[src/rtl/pir_led_fader.sv]
// pir_led_fader: per-channel PIR-triggered LED dimmer driven from one shared PWM counter.
// Define PIR_DEBOUNCE_EN to add a per-channel input debounce of DEB_CYCLES cycles.
module pir_led_fader #(
  parameter int CHANNELS     = 2,
  parameter int PERIOD       = 100,
  parameter int IDLE_DUTY    = 20,
  parameter int ACTIVE_DUTY  = 100,
  parameter int RAMP_STEP    = 5,
  parameter int HOLD_PERIODS = 50,
  parameter int DEB_CYCLES   = 8
) (
  input  logic                hwclk,
  input  logic                rst,
  input  logic [CHANNELS-1:0] pir_in,
  output logic [CHANNELS-1:0] led_out,
  output logic [CHANNELS-1:0] active
);
  localparam int CW   = $clog2(PERIOD + 1);
  localparam int HW   = (HOLD_PERIODS > 0) ? $clog2(HOLD_PERIODS + 1) : 1;
  localparam int STEP = (RAMP_STEP > PERIOD) ? PERIOD : RAMP_STEP;

  localparam logic [CW-1:0] CNT_MAX = CW'(PERIOD - 1);
  localparam logic [CW-1:0] IDLE_D  = CW'(IDLE_DUTY);
  localparam logic [CW:0]   IDLE_W  = (CW+1)'(IDLE_DUTY);
  localparam logic [CW:0]   ACT_W   = (CW+1)'(ACTIVE_DUTY);
  localparam logic [CW:0]   STEP_W  = (CW+1)'(STEP);
  localparam logic [HW-1:0] HOLD_W  = HW'(HOLD_PERIODS);

  if (PERIOD < 2 || RAMP_STEP < 1 || DEB_CYCLES < 1) begin : g_bad_params
    $error("pir_led_fader: illegal parameter set");
  end

  typedef enum logic [1:0] {S_IDLE, S_RISE, S_ON, S_FALL} state_t;

  logic [CHANNELS-1:0] r_sync1;
  logic [CHANNELS-1:0] r_sync2;
  logic [CW-1:0]       r_cnt;
  logic                w_pend;
  logic [CHANNELS-1:0] w_pir;

  assign w_pend = (r_cnt == CNT_MAX);

  always_ff @(posedge hwclk) begin
    if (rst) begin
      r_sync1 <= '0;
      r_sync2 <= '0;
      r_cnt   <= '0;
    end else begin
      r_sync1 <= pir_in;
      r_sync2 <= r_sync1;
      r_cnt   <= w_pend ? '0 : r_cnt + 1'b1;
    end
  end

`ifdef PIR_DEBOUNCE_EN
  localparam int DW = $clog2(DEB_CYCLES + 1);
  localparam logic [DW-1:0] DEB_LAST = DW'(DEB_CYCLES - 1);

  logic [CHANNELS-1:0] r_filt;
  logic [DW-1:0]       r_deb [CHANNELS];

  // Filtered level flips only after DEB_CYCLES consecutive disagreeing samples
  always_ff @(posedge hwclk) begin
    if (rst) begin
      r_filt <= '0;
      for (int i = 0; i < CHANNELS; i++) r_deb[i] <= '0;
    end else begin
      for (int i = 0; i < CHANNELS; i++) begin
        if (r_sync2[i] == r_filt[i]) begin
          r_deb[i] <= '0;
        end else if (r_deb[i] == DEB_LAST) begin
          r_deb[i]  <= '0;
          r_filt[i] <= ~r_filt[i];
        end else begin
          r_deb[i] <= r_deb[i] + 1'b1;
        end
      end
    end
  end

  assign w_pir = r_filt;
`else
  assign w_pir = r_sync2;
`endif

  for (genvar g = 0; g < CHANNELS; g++) begin : g_ch
    state_t        r_st;
    state_t        w_st;
    logic [CW-1:0] r_duty;
    logic [CW-1:0] w_duty;
    logic [HW-1:0] r_hold;
    logic [HW-1:0] w_hold;
    logic [CW:0]   w_up;
    logic [CW:0]   w_dn;
    logic          r_led;
    logic          r_act;

    always_comb begin
      w_up = {1'b0, r_duty} + STEP_W;
      if (w_up > ACT_W) w_up = ACT_W;
      if ({1'b0, r_duty} < IDLE_W + STEP_W) w_dn = IDLE_W;
      else w_dn = {1'b0, r_duty} - STEP_W;
    end

    always_comb begin
      w_st   = r_st;
      w_duty = r_duty;
      w_hold = r_hold;
      unique case (r_st)
        S_IDLE: begin
          if (w_pir[g]) w_st = S_RISE;
        end
        S_RISE: begin
          if (w_pend) begin
            w_duty = w_up[CW-1:0];
            if (w_up == ACT_W) begin
              w_st   = S_ON;
              w_hold = HOLD_W;
            end
          end
        end
        S_ON: begin
          if (w_pir[g]) begin
            w_hold = HOLD_W;
          end else if (w_pend) begin
            if (r_hold == '0) w_st = S_FALL;
            else w_hold = r_hold - 1'b1;
          end
        end
        S_FALL: begin
          // Renewed motion beats a coincident period end
          if (w_pir[g]) begin
            w_st = S_RISE;
          end else if (w_pend) begin
            w_duty = w_dn[CW-1:0];
            if (w_dn == IDLE_W) w_st = S_IDLE;
          end
        end
        default: w_st = S_IDLE;
      endcase
    end

    always_ff @(posedge hwclk) begin
      if (rst) begin
        r_st   <= S_IDLE;
        r_duty <= IDLE_D;
        r_hold <= '0;
        r_led  <= 1'b0;
        r_act  <= 1'b0;
      end else begin
        r_st   <= w_st;
        r_duty <= w_duty;
        r_hold <= w_hold;
        r_led  <= (r_cnt < r_duty);
        r_act  <= (w_st != S_IDLE);
      end
    end

    assign led_out[g] = r_led;
    assign active[g]  = r_act;
  end

endmodule

[config.mk]
export PLATFORM = sky130hd
export DESIGN_NAME = pir_led_fader
export DESIGN_NICKNAME = d
export VERILOG_FILES = /design/src/rtl/pir_led_fader.sv
export SDC_FILE = /design/constraint.sdc
export NUM_CORES = 1
export LEC_CHECK = 0
export BUFFER_PORTS_ARGS = -buffer_cell sky130_fd_sc_hd__clkbuf_2
export CORE_MARGIN = 4
export CORE_UTILIZATION = 50
export DETAILED_ROUTE_END_ITERATION = 10
export GPL_TIMING_DRIVEN = 1
export PLACE_DENSITY = 0.77
export SLEW_MARGIN = 0
export SYNTH_ARGS = -nofsm -noshare
export SYNTH_HDL_FRONTEND = slang
export SYNTH_SLANG_ARGS = --single-unit
[constraint.sdc]
create_clock -name hwclk -period 6.3 [get_ports hwclk]
set_clock_uncertainty 0.15 [all_clocks]
set_input_delay 1.26 -clock hwclk [delete_from_list [all_inputs] [get_ports hwclk]]
set_output_delay 1.26 -clock hwclk [all_outputs]
set_load 0.01 [all_outputs]
==> results.toml <==
[logic_synthesis]
synth_edf_count = 0
synth_compound_gate_area_share = 0.277
yosysWarnings = 0
syn_inst = 430
synthAdderAreaFrac = 0.0772
synth-seq-cells = 45
synth_top_family_by_area = "compound AO/OA/AOI/OAI gates"
async_reset_ff_frac = 0
syn_area_per_cell_um2 = 7.91
seq_area_frac_synth = 0.265
synth_cell_types = 73
synthSimpleGateAreaFrac = 0.264
yosys.area_share.xor_xnor = 0.0232
synth_ff_type = "dfxtp_1"
synth_area_mm2 = 0.00340
synthMuxAreaShare = 0.00588
postSynthNetCount = 455

[sta]
slew_viol_final = 0
timing.hold.ws_ns = 0.298
min_period_ns = 2.88
relSlewSlack = 0.368
final-hold-violation-count = 0
finalCritPeriodShare = 0.457
worstMarginPinSlew_ns = 0.947
rsz0062_at_grt = "no"
setup_viol = 0
fin_tns_setup_ns = 0
fmax_ghz = 0.348
fin_ws_ns = 3.42

[worst_setup_path]
cp.arrival_ns = 2.94
crit_type = "flip-flop to flip-flop"
crit_top_cell = "o21ai_0"
crit_path_max_fanout = 13
critical_path_buf_inv_count = 0
critPathTopFamily = "compound AO/OA/AOI/OAI gates"
cp_cell_sequence = "ha_1 > nor2b_1 > a31oi_1 > a311oi_2 > a22oi_2 > o21ai_0 > o21ai_0 > a21oi_1"
cpMaxStageDelayCell = "dfxtp_1"
cp-start-kind = "flip-flop"
cpPeakStageDelay_ns = 0.64
required_ns = 6.36
endpoint_kind = "flip-flop"

[finish]
final_common_cell = "dfxtp_1"
fill_cells = 620
num-nets-final = 438
layout_common_cells = "dfxtp_1, a21oi_1, nor2_1"
finalNonFillerCells = 490
register_area_um2 = 901
area_delta_synth_final_pct = 0.331
final_area_mm2 = 0.00341
multi_input_area_mm2 = 0.00220
antenna_cells = 0
drive_gt1_frac = 0.0823

[cts]
cts_tree = "built"
clock_latency_ns = 0.30
clkSinkCount = 45
h-tree-depth = 2
cts_root_buf = "clkbuf_8"
clk_path_buf_depth = 2
postCtsHoldBufs = 0
clkSlewWorstSetupHoldPaths_ns = 0.09
cts_setup_buffers = 0
ctsResizeCount = 0
cts_made_buffers = 5

[drt]
routedWlPerCell_um = 15.0
drc = 0
drt_iter0_drc = 221
viasPerCell = 6.32
final_antenna_net_count = 0
num_vias = 3099
totalWireLength_mm = 7.37
dr.pass1.iters = 5

[power_and_ir_drop]
swShare = 0.216
p_comb_frac = 0.046
irDropWorstVdd_mv = 0.135
p_sw_w = 0.000115
power_density_mw_per_mm2 = 156
power_frac_seq = 0.559
clkPwrFrac = 0.395
intPower_w = 0.000418
power.leakage_nw = 1.33

[floorplan]
io_pins = 8
die_w_um = 90.5
core_area_mm2 = 0.00649
die-area_mm2 = 0.00819
initial_core_util = 0.524
rows = 29
die_y_um = 90.5

[place]
place_inst = 483
place_congestion = 0.911
dp_slack_ns = 3.44
post_dp_cell_area_mm2 = 0.00331
portBuffers = 7
hpwlAfterDp_mm = 5.26

[grt]
grt_pass1_wl_mm = 12.9
grt_max_degree = 48
grt_pass1_vias = 2872
grt-ovfl-total = 0
grt_antenna_before_repair = 0
global_route.usage.total = 0.183

[job]
cap_violations = 0

[min_path]
hold_path.class = "flip-flop to flip-flop"

[outcome]
status = "completed"
-- cell type report --
class / instances / share of cell area
clock buffers: 5 / 0.0202
clock inverters: 2 / 0.0103
inverters: 20 / 0.0220
multi-input cells: 334 / 0.645
flip-flops and latches: 45 / 0.264
well taps: 77 / 0.0282
repair buffers: 7 / 0.0103
-- per-layer routing --
layer	vias to the layer above	part of all wire	wire, µm	global-route usage
li1	1545	-	-	-
met4	0	0.017	126	0.0638
met1	1455	0.47	3470	0.246
met5	-	0	0	0
met3	15	0.051	377	0.0258
met2	84	0.46	3390	0.297
-- kinds of logic (layout without fill, tap and decap cells) --
group,Yosys count,after routing
AO/OA/AOI/OAI,134,134
flip-flops,45,45
multiplexers,2,2
XOR/XNOR,9,9
buffers and inverters,51,34
AND/OR/NAND/NOR,168,168
adder cells (fa/ha/maj),21,21
-- flip-flops by register name, indices dropped and copies added, names as in the netlist --
signal,cells
g_ch.r_act,2
g_ch.r_duty,14
g_ch.r_st,4
r_sync2,2
g_ch.r_hold,12
g_ch.r_led,2
r_sync1,2
r_cnt,7
-- power groups by stage --
stage,sequential [W],combinational [W],clock (W)
after floorplan,0.000300,0.0000264,0
after global placement,0.000304,0.0000241,0
after detailed placement,0.000304,0.0000248,0
after CTS,0.000298,0.0000250,0.000217
after global routing,0.000299,0.0000287,0.000229
final,0.000297,0.0000247,0.000210
-- cells in the mapped netlist (all sizes together) (2+ instances only) --
cell type,number,area share
nand4,4,0.0074
and3,7,0.014
nor3b,4,0.010
nor2,34,0.040
mux2i,2,0.0059
a41o,2,0.0059
nand2,30,0.034
o311ai,2,0.0096
nand3b,5,0.011
o211a,2,0.0059
nor4b,2,0.0051
a211oi,9,0.020
xnor2,7,0.018
and2,6,0.011
a32oi,3,0.0077
clkbuf,18,0.038
ha,21,0.077
a31oi,5,0.0092
o21a,2,0.0044
buf,13,0.028
nor3,22,0.032
nand3,13,0.019
a211o,2,0.0051
or2,6,0.011
a21o,11,0.024
a21oi,35,0.056
o21ai,28,0.042
or3,8,0.015
o31ai,5,0.013
xor2,2,0.0051
o22ai,4,0.0074
inv,20,0.022
nand2b,10,0.018
nor2b,8,0.015
a221oi,3,0.0077
a221o,2,0.0059
dfxtp,45,0.26
a311oi,5,0.015
nor4,4,0.0074
-- path summary, 6_finish.rpt --
check | start | endpoint | slack [ns] | depth (start not counted)
worst max register to register | g_ch[0].r_duty[0] | g_ch[0].r_hold[3] | 3.42 | 8
worst min-delay path | r_sync1[1] | r_sync2[1] | 0.30 | 1
worst min register to register | r_sync1[1] | r_sync2[1] | 0.30 | 1
worst max-delay path | g_ch[0].r_duty[0] | g_ch[0].r_hold[3] | 3.42 | 8
-- stage by stage --
step / power (W) / util
detailed placement: 0.000329 / 0.510
finish: 0.000532 / 0.526
floorplan: 0.000326 / -
CTS: 0.000540 / 0.526
global route: 0.000557 / 0.526
global placement: 0.000328 / 0.510
No activity file was read; power rests on OpenSTA's default activity.
